<file path="config.mk">
export PLATFORM = sky130hd
export DESIGN_NAME = sub_24bits_seq_flat
export DESIGN_NICKNAME = d
export VERILOG_FILES = /design/src/rtl/fp_arith_pkg.sv /design/src/rtl/sub_24bits_seq_if.sv /design/src/rtl/sub_6bits.sv /design/src/rtl/sub_24bits_seq.sv /design/src/flat_wrapper.sv
export SDC_FILE = /design/constraint.sdc
export NUM_CORES = 1
export LEC_CHECK = 0
export CAP_MARGIN = 20
export CORE_MARGIN = 10
export CORE_UTILIZATION = 52
export DETAILED_ROUTE_END_ITERATION = 12
export PLACE_DENSITY = 0.8
export SKIP_CTS_REPAIR_TIMING = 1
export SYNTH_ARGS = -nofsm -noshare
export SYNTH_HDL_FRONTEND = slang
export SYNTH_HIERARCHICAL = 1
export SYNTH_SLANG_ARGS = --single-unit
</file>
<file path="constraint.sdc">
create_clock -name i_clk -period 4.5 [get_ports i_clk]
set_input_delay 0.9 -clock i_clk [delete_from_list [all_inputs] [get_ports i_clk]]
set_output_delay 0.9 -clock i_clk [all_outputs]
set_load 0.02 [all_outputs]
</file>
<file path="src/rtl/fp_arith_pkg.sv">
// Shared arithmetic definitions for the digit-serial subtractor: default
// widths, the slice count and the controller state encoding.
package fp_arith_pkg;

   localparam int DATA_W_DEF  = 24;
   localparam int SLICE_W_DEF = 6;
   localparam int NSLICE_DEF  = DATA_W_DEF / SLICE_W_DEF;

   typedef enum logic [1:0] {
      IDLE = 2'd0,
      CALC = 2'd1,
      DONE = 2'd2
   } sub_state_e;

   // Counter width for a given slice count; never narrower than one bit.
   function automatic int cnt_width(input int n);
      return (n > 1) ? $clog2(n) : 1;
   endfunction

endpackage

</file>
<file path="src/rtl/sub_24bits_seq_if.sv">
// Operand/result handshake bundle of the digit-serial subtractor.
// The slave side is the subtractor itself, the master side its user.
interface sub_24bits_seq_if
   import fp_arith_pkg::*;
#(
   parameter int DATA_W = DATA_W_DEF
) ();

   logic              i_valid;
   logic              o_ready;
   logic [DATA_W-1:0] i_data_one;
   logic [DATA_W-1:0] i_data_two;
   logic              i_borrow;
   logic              o_valid;
   logic              i_ready;
   logic [DATA_W-1:0] o_data;
   logic              o_borrow;
   logic              o_zero;

   modport slave (
      input  i_valid, i_data_one, i_data_two, i_borrow, i_ready,
      output o_ready, o_valid, o_data, o_borrow, o_zero
   );

   modport master (
      output i_valid, i_data_one, i_data_two, i_borrow, i_ready,
      input  o_ready, o_valid, o_data, o_borrow, o_zero
   );

endinterface

</file>
<file path="src/rtl/sub_6bits.sv">
// Combinational slice subtractor: o_data = a - b - borrow_in (mod 2^W),
// o_borrow set when the true difference is negative.
module sub_6bits
   import fp_arith_pkg::*;
#(
   parameter int W = SLICE_W_DEF
) (
   input  logic [W-1:0] i_data_one,
   input  logic [W-1:0] i_data_two,
   input  logic         i_borrow,
   output logic [W-1:0] o_data,
   output logic         o_borrow
);

   logic [W:0] diff_ext;

   // One guard bit above the slice catches the borrow-out as the sign.
   assign diff_ext = {1'b0, i_data_one} - {1'b0, i_data_two} - {{W{1'b0}}, i_borrow};
   assign o_data   = diff_ext[W-1:0];
   assign o_borrow = diff_ext[W];

endmodule

</file>
<file path="src/rtl/sub_24bits_seq.sv">
// Digit-serial subtractor: one SLICE_W-bit slice per cycle, LSB first,
// with the borrow carried between slices in a register.
//
//   state | meaning
//   IDLE  | ready for operands; accept latches a, b and borrow-in
//   CALC  | slice cnt_q is subtracted each cycle, borrow ripples via borrow_q
//   DONE  | result, borrow-out and zero flag held until downstream takes them
module sub_24bits_seq
   import fp_arith_pkg::*;
#(
   parameter int DATA_W  = DATA_W_DEF,
   parameter int SLICE_W = SLICE_W_DEF
) (
   input  logic             i_clk,
   input  logic             i_rst_n,
   sub_24bits_seq_if.slave  bus
);

   localparam int NSLICE = DATA_W / SLICE_W;
   localparam int CNT_W  = cnt_width(NSLICE);
   localparam logic [CNT_W-1:0] LAST_SLICE = CNT_W'(NSLICE - 1);

   sub_state_e         state_q;
   sub_state_e         state_d;
   logic [DATA_W-1:0]  op_one_q;
   logic [DATA_W-1:0]  op_two_q;
   logic [DATA_W-1:0]  res_q;
   logic [DATA_W-1:0]  res_d;
   logic               borrow_q;
   logic [CNT_W-1:0]   cnt_q;
   logic               out_borrow_q;
   logic               zero_q;
   logic [SLICE_W-1:0] slice_one;
   logic [SLICE_W-1:0] slice_two;
   logic [SLICE_W-1:0] slice_diff;
   logic               slice_borrow;
   logic               last_slice;

   assign last_slice = (cnt_q == LAST_SLICE);

   // Select the operand slices addressed by the slice counter.
   always_comb begin
      slice_one = op_one_q[cnt_q*SLICE_W +: SLICE_W];
      slice_two = op_two_q[cnt_q*SLICE_W +: SLICE_W];
   end

   sub_6bits #(
      .W (SLICE_W)
   ) u_slice (
      .i_data_one (slice_one),
      .i_data_two (slice_two),
      .i_borrow   (borrow_q),
      .o_data     (slice_diff),
      .o_borrow   (slice_borrow)
   );

   // Result with the current slice merged in; also feeds the zero detect.
   always_comb begin
      res_d = res_q;
      res_d[cnt_q*SLICE_W +: SLICE_W] = slice_diff;
   end

   // State register.
   always_ff @(posedge i_clk or negedge i_rst_n) begin
      if (!i_rst_n) begin
         state_q <= IDLE;
      end else begin
         state_q <= state_d;
      end
   end

   // Next-state logic.
   always_comb begin
      state_d = state_q;
      unique case (state_q)
         IDLE:    if (bus.i_valid) state_d = CALC;
         CALC:    if (last_slice)  state_d = DONE;
         DONE:    if (bus.i_ready) state_d = IDLE;
         default: state_d = IDLE;
      endcase
   end

   // Operand capture, per-slice datapath update and result flags.
   always_ff @(posedge i_clk or negedge i_rst_n) begin
      if (!i_rst_n) begin
         op_one_q     <= '0;
         op_two_q     <= '0;
         res_q        <= '0;
         borrow_q     <= 1'b0;
         cnt_q        <= '0;
         out_borrow_q <= 1'b0;
         zero_q       <= 1'b0;
      end else begin
         unique case (state_q)
            IDLE: begin
               if (bus.i_valid) begin
                  op_one_q <= bus.i_data_one;
                  op_two_q <= bus.i_data_two;
                  borrow_q <= bus.i_borrow;
                  cnt_q    <= '0;
               end
            end
            CALC: begin
               res_q    <= res_d;
               borrow_q <= slice_borrow;
               if (last_slice) begin
                  cnt_q        <= '0;
                  out_borrow_q <= slice_borrow;
                  zero_q       <= (res_d == '0);
               end else begin
                  cnt_q <= cnt_q + 1'b1;
               end
            end
            default: ;
         endcase
      end
   end

   // Handshake flags come straight from the state register.
   assign bus.o_ready  = (state_q == IDLE);
   assign bus.o_valid  = (state_q == DONE);
   assign bus.o_data   = res_q;
   assign bus.o_borrow = out_borrow_q;
   assign bus.o_zero   = zero_q;

endmodule
</file>
<file path="src/flat_wrapper.sv">
// flat-port wrapper written by rule: the top's interface ports become plain ports
module sub_24bits_seq_flat import fp_arith_pkg::*;
#(
   parameter int DATA_W  = DATA_W_DEF,
   parameter int SLICE_W = SLICE_W_DEF
)
  (i_clk, i_rst_n, bus_i_valid, bus_i_data_one, bus_i_data_two, bus_i_borrow, bus_i_ready, bus_o_ready, bus_o_valid, bus_o_data, bus_o_borrow, bus_o_zero);
  sub_24bits_seq_if #(.DATA_W(DATA_W)) bus_i ();
  input  logic i_clk;
  input  logic i_rst_n;
  input wire logic [$bits(bus_i.i_valid)-1:0] bus_i_valid;
  input wire logic [$bits(bus_i.i_data_one)-1:0] bus_i_data_one;
  input wire logic [$bits(bus_i.i_data_two)-1:0] bus_i_data_two;
  input wire logic [$bits(bus_i.i_borrow)-1:0] bus_i_borrow;
  input wire logic [$bits(bus_i.i_ready)-1:0] bus_i_ready;
  output wire logic [$bits(bus_i.o_ready)-1:0] bus_o_ready;
  output wire logic [$bits(bus_i.o_valid)-1:0] bus_o_valid;
  output wire logic [$bits(bus_i.o_data)-1:0] bus_o_data;
  output wire logic [$bits(bus_i.o_borrow)-1:0] bus_o_borrow;
  output wire logic [$bits(bus_i.o_zero)-1:0] bus_o_zero;
  assign bus_i.i_valid = bus_i_valid;
  assign bus_i.i_data_one = bus_i_data_one;
  assign bus_i.i_data_two = bus_i_data_two;
  assign bus_i.i_borrow = bus_i_borrow;
  assign bus_i.i_ready = bus_i_ready;
  assign bus_o_ready = bus_i.o_ready;
  assign bus_o_valid = bus_i.o_valid;
  assign bus_o_data = bus_i.o_data;
  assign bus_o_borrow = bus_i.o_borrow;
  assign bus_o_zero = bus_i.o_zero;
  sub_24bits_seq #(.DATA_W(DATA_W), .SLICE_W(SLICE_W)) u_core (.i_clk(i_clk), .i_rst_n(i_rst_n), .bus(bus_i));
endmodule
</file>
* After elaboration in Yosys (flattened, before gate mapping)
Index checks and enable logic that the tools add are counted.
** Storage, ports and cells
- Bits in registers :: 79
- Input port bits :: 53
- Output and inout port bits :: 28
- Logic and storage cells :: 40
** Operators by class
- $add $sub $neg :: 4
- $mul :: 1
- Equality and inequality tests :: 6
- Shift-type cells :: 4
- Mux-type cells :: 10
- Reductions and logical operators :: 7
** Operators by type and width (number)
- 24-bit by 6-bit indexed part select with 6-bit output :: 2
- 5-bit negator with 34-bit output :: 1
- 6-bit by 34-bit variable shift with 24-bit output (first input constant) :: 1
- 6-bit by 34-bit indexed part select with 24-bit output :: 1
- 24-bit bitwise mux :: 1
- 24-bit logical NOT :: 1
- 2-bit two-way mux :: 5
- 6-bit by 6-bit subtractor with 7-bit output :: 1
- 7-bit by 1-bit subtractor with 7-bit output :: 1
- 2-bit case mux with 3 select lines :: 1
- 2-bit AND reduction :: 3
- 2-bit == test (second input constant) :: 2
- 2-bit by 2-bit multiplier with 4-bit output (second input constant) :: 1
- 2-bit != test (second input constant) :: 2
- 2-bit case mux with 2 select lines :: 1
- 3-bit AND reduction :: 1
- 2-bit by 1-bit adder with 2-bit output (second input constant) :: 1
- 2-bit by 1-bit == test with 1-bit output (second input constant) :: 1
- 2-bit logical NOT :: 1
- 2-bit by 1-bit != test with 1-bit output (second input constant) :: 1
- 1-bit case mux with 2 select lines :: 1
- 2-bit nonzero test :: 1
- 1-bit two-way mux :: 1

* Logic depth before layout (Yosys ltp)
- Depth in word-level cells :: 7
- Depth in mapped cells :: 17
- Depth with buffers taken out :: 14

* By module
Netlist, hierarchy kept.
** Modules (own cells, without submodules)
- sub_24bits_seq :: times used 1, cells each 407, area each 3847.4 um2, sequential area each 1976.9 um2
- sub_6bits :: times used 1, cells each 43, area each 344.1 um2, sequential area each 0.0 um2

* Least setup slack after synthesis
Ideal clock, no wire load.
- Path type :: reg2reg
- Start point :: reg u_core.cnt_q[0]
- End point :: reg u_core.zero_q, in the netlist u_core/bus.o_zero
- Library setup time :: 0.092 ns
- Data arrival time :: 3.958 ns
- Required time :: 4.408 ns
- Slack :: 0.450 ns
- Stages on the path, launching flop included :: 17
- Path buffers :: 3
- Period minus slack after synthesis :: 4.050 ns
- Cell sequence :: dfrtp_1 > buf_4 > buf_6 > buf_2 > mux4_2 > fa_1 > inv_1 > ha_1 > o21ai_0 > nand2_1 > o311a_2 > xor2_1 > mux2_4 > a21oi_4 > a22oi_1 > or3_1 > o31ai_2
** On the way
- Cells in the longest elaborated chain, start to end :: 7
- Elaborated cells on any way between the ends :: 12
- Classes of those cells :: 3 x add/sub; 1 x mul; 1 x eq/ne; 4 x shift; 1 x mux; 2 x reduce/logical
** Ends and longest elaborated chain
- start, declared :: RTL line sub_24bits_seq.sv:30 : logic [CNT_W-1:0] cnt_q;
- start signal, assigned :: RTL line sub_24bits_seq.sv:111 : cnt_q <= cnt_q + 1'b1;
- 2-bit by 2-bit multiplier with 4-bit output :: RTL line sub_24bits_seq.sv:43 : slice_one = op_one_q[cnt_q*SLICE_W +: SLICE_W];
- 24-bit by 6-bit indexed part select with 6-bit output :: RTL line sub_24bits_seq.sv:43
- via u_core.slice_one[0] :: RTL line sub_24bits_seq.sv:33 : logic [SLICE_W-1:0] slice_one;
- 6-bit by 6-bit subtractor with 7-bit output :: RTL line sub_6bits.sv:18 : assign diff_ext = {1'b0, i_data_one} - {1'b0, i_data_two} - {{W{1'b0}}, i_borrow};
- 7-bit by 1-bit subtractor with 7-bit output :: RTL line sub_6bits.sv:18
- via u_core.slice_diff[5] :: RTL line sub_24bits_seq.sv:35 : logic [SLICE_W-1:0] slice_diff;
- 6-bit by 34-bit indexed part select with 24-bit output :: RTL line sub_24bits_seq.sv:60 : res_d[cnt_q*SLICE_W +: SLICE_W] = slice_diff;
- 24-bit bitwise mux :: RTL line sub_24bits_seq.sv:60
- 24-bit logical NOT :: RTL line sub_24bits_seq.sv:109 : zero_q <= (res_d == '0);
- end signal, assigned :: RTL line sub_24bits_seq.sv:109
- end, declared :: RTL line sub_24bits_seq.sv:32 : logic zero_q;
The timed path passes the listed nets, and every way through them passes these cells.
A chain may end at the register's enable or synchronous reset.

* Final worst setup path
Same ends and word-level chain as after synthesis.

==> metrics <==
status=complete, no violations; drt via density=5.42; crit-path cells=buf_4 > mux4_2 > inv_1 > ha_1 > inv_1 > ha_1 > or2_1 > o311a_2 > xor2_1 > buf_4 > mux2_4 > a21oi_4 > a22oi_1 > or3_1 > o31ai_2; Setup CP Type=flop to flop; PortBufs=80; Synth Warn #=6; EDFF count, synth=0; Crit path buffers/inverters=4; TNS Setup=0 ns; drt initial violations=about 160; dpl hpwl=between 7 and 8 mm; syn nets=between 500 and 600; CTS max path bufs=2; Max Clk Rate=0.255 GHz; NumNets Final=between 500 and 600; GP Congestion=about 0.93; Core Region=around 7800 sq um; share of flip-flops with an asynchronous set or reset=100%; nature of the critical path endpoint=flop; vias in the first global route=3533; min cycle time layout=3.92 ns; DIE HEIGHT=between 100 and 150 um; final wirelength=roughly 10 mm; H-tree depth=3; Root Driver=clkbuf_8; CTS tree=built; CP arrival=~4.2 ns; clk sink count=just under 80; Syn Std Cell Area=4190 sq um; Critical Path RT=between 4 and 5 ns; DRC Markers=0; Num CTS Buffers=9; die area=roughly 12000 sq um; # Max-Cap Violations=0; Largest stage delay, worst path=0.54 ns; ys flop type=dfrtp_1; Slew Viols, Final=0; RSZ-0062 raised after global routing=no; non-filler cells, final=630; HP Class=flop to flop; largest net degree at the start of global routing=80; Final Cycle Share=between 80% and 90%; Worst Path Max Fanout=30; DR vias=3412; I/O Pins=81; first-pass GRT wire length=between 15 and 20 mm; Rel. slew slack=between 30% and 40%; WL/cell=16.5 um; initial antenna violation count=0; Worst-Skew Late Latency=approximately 0.36 ns; Final setup viols=0; antenna viol nets, final=0; Slew @ Worst Pin=between 1 and 1.5 ns; Area Growth Syn to Fin=25.4%; Synth Instances=450; Top delay family on crit path=multiplexers; diodes inserted=0; Yosys reg bits=just under 80; Cells after DPL=just over 600; GRT Total Usage=18.0%; Netlist cell types=52; register area share after synthesis=47.2%; Max stage delay cell, worst path=mux4_2; Hold Vio Cnt, Final=0; clk_skew=between 0.01 and 0.015 ns; GRT Residual Overflow=0; Syn Area/Cell=~9.3 sq um; # rows=32; Worst-path clk slew=0.09 ns; Starting Density=54.0%; layout cell share with drive strength beyond 1=under 10%; CP Launch Type=flop; DIE WIDTH=around 110 um; Initial DRT Pass Iterations=4
[final timing paths]
check | start | depth (start not counted) | slack (ns) | end
worst max-delay path | u_core/cnt_q[0] | 15 | 0.58 | u_core/bus.o_zero
worst min-delay path | u_core/op_two_q[3] | 2 | 0.48 | u_core/op_two_q[3]
worst max register to register | u_core/cnt_q[0] | 15 | 0.58 | u_core/bus.o_zero
worst min register to register | u_core/op_two_q[3] | 2 | 0.48 | u_core/op_two_q[3]
max in group asynchronous | i_rst_n | 1 | 3.14 | u_core/cnt_q[0]
min in group asynchronous | i_rst_n | 1 | 0.69 | u_core/op_one_q[23]
[synthesized netlist by cell type (2+ instances only)]
cell type / instances / share of area (%)
o22ai_1: 4 / 0.60
mux2_2: 2 / 0.54
nand2_1: 174 / 16
buf_2: 4 / 0.48
o41ai_1: 2 / 0.42
nor2b_1: 5 / 0.75
nor4_1: 4 / 0.60
nand3b_1: 4 / 0.72
and2_1: 2 / 0.30
a32o_1: 2 / 0.48
dfrtp_1: 79 / 47
nor3_1: 5 / 0.60
nand3_1: 10 / 1.2
nand2b_1: 5 / 0.75
o21ai_1: 8 / 0.96
a22oi_1: 2 / 0.36
mux2i_1: 4 / 0.96
nor2_1: 10 / 0.90
inv_1: 21 / 1.9
xnor2_1: 3 / 0.63
a22o_1: 8 / 1.7
xor2_1: 5 / 1.0
fa_1: 2 / 0.96
buf_6: 3 / 0.81
clkbuf_1: 13 / 1.2
a21oi_1: 7 / 0.84
ha_1: 16 / 4.8
or2_1: 2 / 0.30
o21ai_0: 8 / 0.96
mux4_2: 12 / 6.4
o31ai_1: 3 / 0.54
[cells in the final DEF, fill, tap and decap left out, drive strengths merged, types with 3 or more instances in the layout]
cell	instances
nor3	5
clkbuf	10
nand3	10
nor2	10
nand3b	4
mux4	12
clkdlybuf4s50	79
o31ai	4
nand2b	5
nor2b	5
nor4	4
buf	5
ha	16
a21oi	8
inv	22
o22ai	4
xor2	5
mux2	3
nand2	174
a22o	8
o21ai	16
dfrtp	79
mux2i	4
xnor2	3
[sequential cells by signal (all words and copies together), names as in the netlist]
name / flops
u_core/op_two_q: 24
u_core/borrow_q: 1
u_core/bus.o_zero: 1
u_core/bus.o_data: 24
u_core/cnt_q: 2
u_core/state_q: 2
u_core/bus.o_borrow: 1
u_core/op_one_q: 24
[cell families (layout without fill, tap and decap cells)]
family / Yosys count / after routing / share of synthesized area, %
AO/OA/AOI/OAI: 54 / 54 / 9.07
XOR/XNOR: 8 / 8 / 1.67
adder cells (fa/ha/maj): 18 / 18 / 5.73
buffers and inverters: 43 / 121 / 4.60
flip-flops: 79 / 79 / 47.2
multiplexers: 19 / 19 / 8.30
AND/OR/NAND/NOR: 229 / 229 / 23.5
[tightest hold or removal path, cell delays in order, from the launching register on]
cell and delay [ns]:
dfrtp_1 0.34, nand2_1 0.05, nand2_1 0.05
[layout make-up]
type                    count  area [sq um]
repair buffers             84           828
clock inverters             6          93.8
flip-flops and latches     79          1980
fillers                   634          2510
well taps                 102           128
multi-input cells         328          2020
clock buffers              10           128
inverters                  21          78.8
[per-stage QoR]
stage	hold WS (ns)	util, %	setup WS, ns	cell area [sq um]
5_1_grt	0.506	67.7	0.148	5260
2_1_floorplan	0.440	-	0.450	4190
6_report	0.478	67.7	0.583	5260
3_3_place_gp	0.455	64.8	0.545	5030
3_5_place_dp	0.463	64.8	0.457	5030
4_1_cts	0.482	67.7	0.411	5260
[metal layers]
layer	track usage [%]	vias up	share of wire (%)
met4	5.48	0	1.1
li1	-	1659	-
met1	22.9	1621	44
met3	4.92	12	7.7
met5	0	-	0
met2	29.2	120	47
Power is not shown: default switching activity piles up to over one toggle a cycle in this logic, so the estimate is an artifact.
